### config.mk
export PLATFORM = sky130hd
export DESIGN_NAME = uart_tx_arbiter
export DESIGN_NICKNAME = d
export VERILOG_FILES = /design/src/rtl/uart_tx_arbiter.sv
export SDC_FILE = /design/constraint.sdc
export NUM_CORES = 1
export LEC_CHECK = 0
export ABC_AREA = 1
export CAP_MARGIN = 20
export CELL_PAD_IN_SITES_DETAIL_PLACEMENT = 1
export CELL_PAD_IN_SITES_GLOBAL_PLACEMENT = 1
export CORE_AREA = 2 2 84 86
export DETAILED_ROUTE_END_ITERATION = 10
export DIE_AREA = 0 0 86 88
export PLACE_DENSITY = 0.93
export SLEW_MARGIN = 20
export SYNTH_ARGS = -nofsm -noshare
export SYNTH_HDL_FRONTEND = slang
export SYNTH_SLANG_ARGS = --single-unit
### constraint.sdc
create_clock -name clk -period 4.5 [get_ports clk]
set_input_delay 0.9 -clock clk [delete_from_list [all_inputs] [get_ports clk]]
set_output_delay 0.9 -clock clk [all_outputs]
set_load 0.005 [all_outputs]
### src/rtl/uart_tx_arbiter.sv
// Packet-granular round-robin arbiter sharing one UART byte stream between N_CH requesters.
// One registered output stage feeds uart_tx; grants end on last byte, idle timeout or max length.
`timescale 1ns/1ps
module uart_tx_arbiter #(
  parameter int N_CH    = 4,
  parameter int MAX_LEN = 256,
  parameter int TIMEOUT = 1024
) (
  input  logic                      clk,
  input  logic                      rst,
  input  logic [N_CH-1:0]           s_vld,
  input  logic [8*N_CH-1:0]         s_data,
  input  logic [N_CH-1:0]           s_last,
  output logic [N_CH-1:0]           s_rdy,
  output logic                      o_vld,
  output logic [7:0]                o_data,
  input  logic                      i_rdy,
  output logic [N_CH-1:0]           o_grant,
  output logic                      o_timeout,
  output logic                      o_overlen,
  output logic [$clog2(N_CH)-1:0]   o_evt_ch
);

  localparam int CW = $clog2(N_CH);
  localparam int BW = $clog2(MAX_LEN + 1);
  localparam int TW = (TIMEOUT > 1) ? $clog2(TIMEOUT) : 1;
  localparam logic [BW-1:0] LEN_LAST  = BW'(MAX_LEN - 1);
  localparam logic [TW-1:0] IDLE_LAST = TW'(TIMEOUT - 1);

  localparam logic [0:0] S_IDLE = 1'b0;
  localparam logic [0:0] S_XFER = 1'b1;

  logic [0:0]      state_q, state_d;
  logic [N_CH-1:0] grant_q, grant_d;
  logic [CW-1:0]   gidx_q, gidx_d;
  logic [CW-1:0]   rr_ptr_q, rr_ptr_d;
  logic [BW-1:0]   byte_cnt_q, byte_cnt_d;
  logic [TW-1:0]   idle_cnt_q, idle_cnt_d;
  logic            o_vld_q, o_vld_d;
  logic [7:0]      o_data_q, o_data_d;
  logic            timeout_q, timeout_d;
  logic            overlen_q, overlen_d;
  logic [CW-1:0]   evt_ch_q, evt_ch_d;

  logic            room;
  logic            g_vld;
  logic            g_last;
  logic [7:0]      g_data;
  logic            accept;
  logic            found;
  logic [CW-1:0]   win;
  logic [CW-1:0]   idx;

  // The output register can take a new byte whenever it is empty or draining this cycle.
  assign room   = !o_vld_q || i_rdy;
  assign g_vld  = |(s_vld & grant_q);
  assign g_last = |(s_last & grant_q);
  assign g_data = s_data[8*gidx_q +: 8];
  assign accept = (state_q == S_XFER) && g_vld && room;

  for (genvar gi = 0; gi < N_CH; gi++) begin : g_rdy
    assign s_rdy[gi] = (state_q == S_XFER) && grant_q[gi] && room;
  end

  // Round-robin search starts one past the last released channel.
  always_comb begin
    found = 1'b0;
    win   = rr_ptr_q;
    idx   = '0;
    for (int i = 1; i <= N_CH; i++) begin
      idx = CW'((int'(rr_ptr_q) + i) % N_CH);
      if (!found && s_vld[idx]) begin
        found = 1'b1;
        win   = idx;
      end
    end
  end

  always_comb begin
    state_d    = state_q;
    grant_d    = grant_q;
    gidx_d     = gidx_q;
    rr_ptr_d   = rr_ptr_q;
    byte_cnt_d = byte_cnt_q;
    idle_cnt_d = idle_cnt_q;
    o_vld_d    = o_vld_q;
    o_data_d   = o_data_q;
    timeout_d  = 1'b0;
    overlen_d  = 1'b0;
    evt_ch_d   = evt_ch_q;

    if (accept) begin
      o_vld_d  = 1'b1;
      o_data_d = g_data;
    end else if (i_rdy) begin
      o_vld_d = 1'b0;
    end

    case (state_q)
      S_IDLE: begin
        if (found) begin
          state_d    = S_XFER;
          grant_d    = {{(N_CH-1){1'b0}}, 1'b1} << win;
          gidx_d     = win;
          byte_cnt_d = '0;
          idle_cnt_d = '0;
        end
      end
      default: begin
        if (accept) byte_cnt_d = byte_cnt_q + 1'b1;
        idle_cnt_d = g_vld ? '0 : idle_cnt_q + 1'b1;
        // End of packet takes precedence over the length cut on the same byte.
        if (accept && g_last) begin
          state_d  = S_IDLE;
          grant_d  = '0;
          rr_ptr_d = gidx_q;
        end else if (accept && byte_cnt_q == LEN_LAST) begin
          state_d   = S_IDLE;
          grant_d   = '0;
          rr_ptr_d  = gidx_q;
          overlen_d = 1'b1;
          evt_ch_d  = gidx_q;
        end else if (TIMEOUT != 0 && !g_vld && idle_cnt_q == IDLE_LAST) begin
          state_d   = S_IDLE;
          grant_d   = '0;
          rr_ptr_d  = gidx_q;
          timeout_d = 1'b1;
          evt_ch_d  = gidx_q;
        end
      end
    endcase
  end

  always_ff @(posedge clk) begin
    if (rst) begin
      state_q    <= S_IDLE;
      grant_q    <= '0;
      gidx_q     <= '0;
      rr_ptr_q   <= CW'(N_CH - 1);
      byte_cnt_q <= '0;
      idle_cnt_q <= '0;
      o_vld_q    <= 1'b0;
      o_data_q   <= '0;
      timeout_q  <= 1'b0;
      overlen_q  <= 1'b0;
      evt_ch_q   <= '0;
    end else begin
      state_q    <= state_d;
      grant_q    <= grant_d;
      gidx_q     <= gidx_d;
      rr_ptr_q   <= rr_ptr_d;
      byte_cnt_q <= byte_cnt_d;
      idle_cnt_q <= idle_cnt_d;
      o_vld_q    <= o_vld_d;
      o_data_q   <= o_data_d;
      timeout_q  <= timeout_d;
      overlen_q  <= overlen_d;
      evt_ch_q   <= evt_ch_d;
    end
  end

  assign o_vld     = o_vld_q;
  assign o_data    = o_data_q;
  assign o_grant   = grant_q;
  assign o_timeout = timeout_q;
  assign o_overlen = overlen_q;
  assign o_evt_ch  = evt_ch_q;

endmodule
# Yosys cells after proc, flatten, opt, wreduce, memory -nomap -nowiden
# Index checks and enable logic that the tools add are counted.
dict set report classes {
  addsub 6
  magnitude_cmp 4
  eq_ne 4
  n_shift 2
  muxes 39
  n_bitwise 4
  n_reduce_logical 35
}
# op n
set op_table {}
lappend op_table {{variable part select 32 x 6 -> 8 bit} 1}
lappend op_table {{2-to-1 mux 10 bit} 3}
lappend op_table {{2-to-1 mux 9 bit} 3}
lappend op_table {{2-to-1 mux 4 bit} 5}
lappend op_table {{2-to-1 mux 1 bit} 17}
lappend op_table {{logical AND 1 bit} 16}
lappend op_table {{2-to-1 mux 2 bit} 7}
lappend op_table {{less-than comparator 2 x 3 -> 1 bit, second input constant} 4}
lappend op_table {{OR reduction 4 bit} 3}
lappend op_table {{adder 10 x 1 -> 10 bit, second input constant} 1}
lappend op_table {{equality test 10 bit, second input constant} 1}
lappend op_table {{adder 9 x 1 -> 9 bit, second input constant} 1}
lappend op_table {{equality test 9 x 8 -> 1 bit, second input constant} 1}
lappend op_table {{AND 4 bit} 2}
lappend op_table {{binary-select mux 1 bit (select 2 bit)} 4}
lappend op_table {{AND reduction 2 bit} 4}
lappend op_table {{nonzero test 2 bit} 3}
lappend op_table {{logical NOT 1 bit} 5}
lappend op_table {{adder 2 x 1 -> 2 bit, second input constant} 2}
lappend op_table {{adder 2 bit, second input constant} 2}
lappend op_table {{!= test 4 x 1 -> 1 bit, second input constant} 1}
lappend op_table {{left shift 1 x 2 -> 4 bit, first input constant} 1}
lappend op_table {{AND reduction 3 bit} 1}
lappend op_table {{nonzero test 3 bit} 1}
lappend op_table {{4 further kinds} 5}
dict set report word_totals {
  regBits 41
  input_bits 43
  wordCells 105
}

# Logic depth before layout (Yosys ltp)
# Gate-level depths: netlist of the first run.
dict set report depth {
  ltp_word 16
  ltp_mapped 14
}

# Worst setup path after synthesis of the first run
# No wires, ideal clock.
dict set report synth_path {
  kind {input -> output}
  start {input port i_rdy}
  end {output port s_rdy[0]}
  t_arrival_ps 1229
  t_required_ps 3600
  path_slack_ps 2371
  cell_stages 2
  n_path_buf 0
  cell_sequence {nor2_1 -> nor3_1}
}
dict set report synth_between {
  elab_chain_len 2
}
# element line_no
set synth_rtl {}
lappend synth_rtl {{start: declaration} 17} ;# input logic i_rdy,
lappend synth_rtl {{logical OR 1 bit} 55} ;# assign room = !o_vld_q || i_rdy;
lappend synth_rtl {{logical AND 1 bit} 62} ;# assign s_rdy[gi] = (state_q == S_XFER) && grant_q[gi] && room;
lappend synth_rtl {{end: declaration} 14} ;# output logic [N_CH-1:0] s_rdy,
# Every way passes these cells.

# Final worst setup path of the first run
dict set report layout_path {
  start {input port i_rdy}
  end {output port s_rdy[2]}
}
# The elaborated chain is that of the path after synthesis.

==> reports/results.ini, run 1 <==
[clock_tree]
clock_tree.root_cell=clkbuf_8
post_cts_buffers=0
cts_max_level=2
insertion_delay_ns=0.30
clk_pin_slew_worst_paths_ns=0.07
cts_buffer_depth=2
holdBufCountCts=0
cts_tree=done
cts.sinks=41
post_cts_resize_count=0
numCtsBuffers=5

[placement]
gp_congestion=0.7965
preCtsSetupSlack_ns=1.338
portBuffers=63
dp_hpwl_um=5258

[setup_path]
rr_worst_depth=8
path_depth=4
cp_slowest_cell=clkdlybuf4s50_1
path_class=input port to output port
cp_data_arrival_time_ns=2.27
crit_family=buffers and inverters
cp-end-kind=output port
cpPeakStageDelay_ns=0.46
cp_max_fo=6
start_kind=input port
crit_buf_inv=2
critical_path.cell_chain=clkdlybuf4s50_1, nor2_1, nor2_1, clkdlybuf4s50_1
crit_required_ns=3.60

[global_route]
grt-ovfl-total=0
grt_start_max_net_pins=23
grt_pass1_wl_um=11890
first_global_vias=2624
grt_use_total=0.1948
antenna_found_initial=0

[logic_synthesis]
synth_nets=402
synth_seq_cells=41
avgSynthCellArea_um2=6.551
syn_area_mm2=0.002332
seq_area_frac_synth=0.3519
synthDistinctLibCells=36
ys_warn_count=0
synth_cells=356

[power_and_ir_drop]
vdd_drop_max_mv=0.1217
p_leak_nw=1.243
power.density_mw_per_mm2=279.2

[floorplan]
rows=30
start_util=0.3510
die_width_um=86
fp.dieH_um=88
fp.dieArea_mm2=0.007568
io_pins=64
design.core.area_mm2=0.006644

[drt]
totalWireLength_um=6975
vias=2578
drc=0
vias_per_cell=5.187
dr.pass1.iters=4
wire_per_inst_um=14.03
postRouteAntennaNets=0
first_iter_violations=63

[timing]
max-slew-margin-rel=0.5261
tightest_slew_ns=0.7070
skew_ns=0.009866
setup_viol=0
finalHoldViolations=0
setup_slack_ns=1.334
slew_viol_final=0
achievable-frequency_mhz=315.9
grt_setup_unrepaired=no
period_share=0.7035
fin_tns_setup_ns=0
fin_crit_ns=3.166

[job]
cap_violations=0

[layout]
antenna-diode-count=0
layout_common_cells=nand2_1, clkdlybuf4s50_1, nor2_1, dfxtp_1, o21ai_0
drive_above_1_share=0.07674
syn2layout_area_growth_pct=34.60
layout.nets=462
mostFrequentLayoutCell=nand2_1

[min_path]
min_path_cells=2
hold_class=flop to flop

[outcome]
outcome=finished clean

## Yosys cell counts, drive strengths merged
cell	n	area share
a21oi	24	0.052
a211oi	1	0.0032
clkbuf	8	0.013
buf	4	0.013
o22ai	8	0.021
xnor2	1	0.0038
nand4	7	0.019
and3	1	0.0027
a22oi	2	0.0064
xor2	2	0.0075
nor3	5	0.011
inv	29	0.048
o211ai	2	0.0064
nand2	91	0.16
nor2	62	0.11
dfxtp	41	0.35
a31o	1	0.0038
nand3	23	0.057
o32ai	1	0.0038
or2	2	0.0054
o21bai	1	0.0032
o21ai	34	0.073
nand3b	3	0.0097
ha	3	0.016
## state kept, by name, indices dropped and copies added, names as in the netlist
signal	flops
o_grant	4
o_data	8
o_evt_ch	2
o_vld	1
byte_cnt_q	9
idle_cnt_q	10
rr_ptr_q	2
o_timeout	1
state_q	1
o_overlen	1
gidx_q	2
## cells by family after synthesis
| family | Yosys count | share of synthesized area |
|---|---|---|
| AND/OR/NAND/NOR | 194 | 0.3745 |
| flip-flops | 41 | 0.3519 |
| buffers and inverters | 41 | 0.07350 |
| XOR/XNOR | 3 | 0.01127 |
| AO/OA/AOI/OAI | 74 | 0.1727 |
| adder cells (fa/ha/maj) | 3 | 0.01610 |
## area by class of cell
type | count | area, µm²
clock inverters | 1 | 30.03
flip-flops and latches | 41 | 820.8
inverters | 29 | 111.4
multi-input cells | 274 | 1345
repair buffers | 65 | 645.6
well taps | 80 | 100.1
clock buffers | 7 | 86.33
fillers | 860 | 3505
## metal layers
metal  up-vias  wire length, µm  track usage
met5         -                0            0
met4         0               85      0.04329
met3         8              252      0.04241
met2        49             3466       0.3474
met1      1231             3171       0.2407
li1       1290                -            -
## worst paths after layout
check                startpoint       endpoint  slack [ns]
hold / removal    byte_cnt_q[1]  byte_cnt_q[1]        0.49
setup / recovery          i_rdy       s_rdy[2]        1.33
setup reg to reg        state_q  byte_cnt_q[3]        2.46
hold reg to reg   byte_cnt_q[1]  byte_cnt_q[1]        0.49
## power by group
group / total, mW / switching (mW) / internal, mW / leakage, nW
logic: 0.170 / 0.0875 / 0.0824 / 0.852
clock network: 0.310 / 0.129 / 0.181 / 0.0585
registers: 0.396 / 0.0197 / 0.377 / 0.333
## metrics by stage
| stage | hold slack (ns) | util | instance area [µm²] | std cells | power (mW) |
|---|---|---|---|---|---|
| final | 0.4852 | 0.4725 | 3139 | 497 | 0.8764 |
| after global routing | 0.5139 | 0.4725 | 3139 | 497 | 0.9277 |
| after CTS | 0.4900 | 0.4718 | 3134 | 497 | 0.8819 |
| after detailed placement | 0.4767 | 0.4542 | 3018 | 489 | 0.5737 |
| after global placement | 0.4657 | 0.4542 | 3018 | 489 | 0.5668 |
| after floorplan | 0.4525 | - | 2332 | 356 | 0.4897 |
## worst min-delay path: cells and delay by family, from the launching register on
family / cells / cell delay, ns
AO/OA/AOI/OAI: 1 / 0.05
flip-flops: 1 / 0.33
AND/OR/NAND/NOR: 1 / 0.07
Power figures use the tool's default switching activity.
==> inputs of run 2 (changes only) <==
--- a/config.mk
+++ b/config.mk
@@ -9,10 +9,10 @@
 export CAP_MARGIN = 20
 export CELL_PAD_IN_SITES_DETAIL_PLACEMENT = 1
 export CELL_PAD_IN_SITES_GLOBAL_PLACEMENT = 1
-export CORE_AREA = 2 2 84 86
+export CORE_AREA = 2 2 92 94
 export DETAILED_ROUTE_END_ITERATION = 10
-export DIE_AREA = 0 0 86 88
-export PLACE_DENSITY = 0.93
+export DIE_AREA = 0 0 94 96
+export PLACE_DENSITY = 0.83
 export SLEW_MARGIN = 20
 export SYNTH_ARGS = -nofsm -noshare
 export SYNTH_HDL_FRONTEND = slang
==> constraint.sdc (replaced) <==
create_clock -name clk -period 2.68 [get_ports clk]
set_input_delay 0.536 -clock clk [delete_from_list [all_inputs] [get_ports clk]]
set_output_delay 0.536 -clock clk [all_outputs]
set_load 0.005 [all_outputs]
==> run 2 against run 1 <==
  * Cell count grew 5.6%
  * Clock power grew 66%
  * Sequential power grew 66%
  * Flip-flop and latch count is the same
  * Sequential share of layout area shrank 0.40 points
  * Critical endpoint is now s_rdy[3]
  * Largest power group unchanged
==> reports/results.ini, run 2 (synthesized netlist as in run 1, its figures left out) <==
[timing]
fin_crit_ns=2.439
setup_viol=0
grt_setup_unrepaired=no
tightest_slew_ns=0.5114
achievable-frequency_mhz=410.0
fin_tns_setup_ns=0
slew_viol_final=0
period_share=0.9101
finalHoldViolations=0
max-slew-margin-rel=0.6587
skew_ns=0.007593

[setup_path]
cp-end-kind=output port
cp_slowest_cell=clkdlybuf4s50_1
cp_max_fo=6
start_kind=input port
cp_data_arrival_time_ns=1.90
critical_path.cell_chain=clkdlybuf4s50_1, nor2_1, nor2_1, clkdlybuf4s50_1
path_class=input port to output port
crit_required_ns=2.14
cpPeakStageDelay_ns=0.46

[floorplan]
fp.dieArea_mm2=0.009024
start_util=0.2897
design.core.area_mm2=0.008051
io_pins=64
fp.dieH_um=96
rows=33
die_width_um=94

[layout]
largest_reg_flops=10
finalNonFillerCells=525
fin_area_mm2=0.003188
syn2layout_area_growth_pct=36.70
layout_common_cells=nand2_1, clkdlybuf4s50_1, nor2_1, dfxtp_1, o21ai_0
mostFrequentLayoutCell=nand2_1
top_register=idle_cnt_q
drive_above_1_share=0.08095
layout.nets=465
antenna-diode-count=0

[global_route]
met3_usage=0.02584
grt_start_max_net_pins=22
grt_use_total=0.1674
use_met1=0.2009
grt.met2_usage=0.3113
grt_pass1_wl_um=12120
antenna_found_initial=0
top_usage_layer=met2
grt-ovfl-total=0
first_global_vias=2599

[power_and_ir_drop]
p_seq_frac=0.447
p_sw_frac=0.2658
power.density_mw_per_mm2=461.2
p_leak_nw=1.256
pwr-share-comb=0.203
vdd_drop_max_mv=0.2337
p_int_mw=1.079
p_clk_frac=0.350
power.switching_mw=0.3908

[clock_tree]
holdBufCountCts=0
post_cts_buffers=0
insertion_delay_ns=0.29
numCtsBuffers=5
clk_pin_slew_worst_paths_ns=0.08
clock_tree.root_cell=clkbuf_8
cts_tree=done
cts.sinks=41
post_cts_resize_count=0
cts_buffer_depth=2
cts_max_level=2

[placement]
dp.cells=517
dp_hpwl_um=5486
portBuffers=63
placed_area_mm2=0.003072
gp_congestion=0.8081

[drt]
vias=2579
wire_per_inst_um=13.73
postRouteAntennaNets=0
vias_per_cell=4.912
dr.pass1.iters=5
totalWireLength_um=7207
drc=0
first_iter_violations=58

[outcome]
outcome=finished clean

[min_path]
hold_class=flop to flop

[job]
cap_violations=0

[run 2: cell types whose count changed in the layout (fill, tap and decap cells not counted), sizes merged]
cell	change
buf	+3
[run 2: cell type report]
class,count,area [µm²]
Tap cell,105,131.4
Timing Repair Buffer,68,668.1
Sequential cell,41,820.8
Clock inverter,1,30.03
Multi-Input combinational cell,274,1340
Fill cell,1025,4863
Clock buffer,7,86.33
Inverter,29,111.4
[run 2: critical path, delay by kind of cell]
kind / cells / cell delay (ns)
buffers and inverters: 2 / 0.88
and+or+nand+nor: 2 / 0.49
[run 2: power groups by stage]
stage          logic, mW  registers [mW]  clock network, mW
4_1_cts            0.303           0.658              0.527
3_5_place_dp       0.300           0.672                  0
6_report           0.299           0.657              0.514
3_3_place_gp       0.291           0.672                  0
2_1_floorplan      0.161           0.661                  0
5_1_grt            0.334           0.662              0.554
[run 2: through the flow]
stage	power, mW	hold WS (ns)	utilization	worst slack, ns
2_1_floorplan	0.8223	0.4525	-	1.032
3_3_place_gp	0.9626	0.4661	0.3815	0.2948
3_5_place_dp	0.9713	0.4798	0.3815	0.2197
4_1_cts	1.487	0.4926	0.3960	0.2210
5_1_grt	1.550	0.5123	0.3960	0.1218
6_report	1.470	0.4886	0.3960	0.2409
[run 2: final timing paths]
check	to	slack, ns	start	cells after the start
worst max-delay path	s_rdy[3]	0.24	i_rdy	4
worst min-delay path	byte_cnt_q[1]	0.49	byte_cnt_q[1]	2
worst max register to register	rr_ptr_q[1]	0.65	byte_cnt_q[0]	13
worst min register to register	byte_cnt_q[1]	0.49	byte_cnt_q[1]	2
[run 2: layer usage]
metal	up-vias	wire [µm]
met5	-	0
met2	44	3606
li1	1305	-
met4	0	82
met1	1222	3297
met3	8	220
==> inputs of run 3 (changes only) <==
--- a/config.mk
+++ b/config.mk
@@ -6,7 +6,6 @@
 export NUM_CORES = 1
 export LEC_CHECK = 0
 export ABC_AREA = 1
-export CAP_MARGIN = 20
 export CELL_PAD_IN_SITES_DETAIL_PLACEMENT = 1
 export CELL_PAD_IN_SITES_GLOBAL_PLACEMENT = 1
 export CORE_AREA = 2 2 92 94
==> results of run 3 <==
Final layout, timing and power as in run 2 (identical DEF).
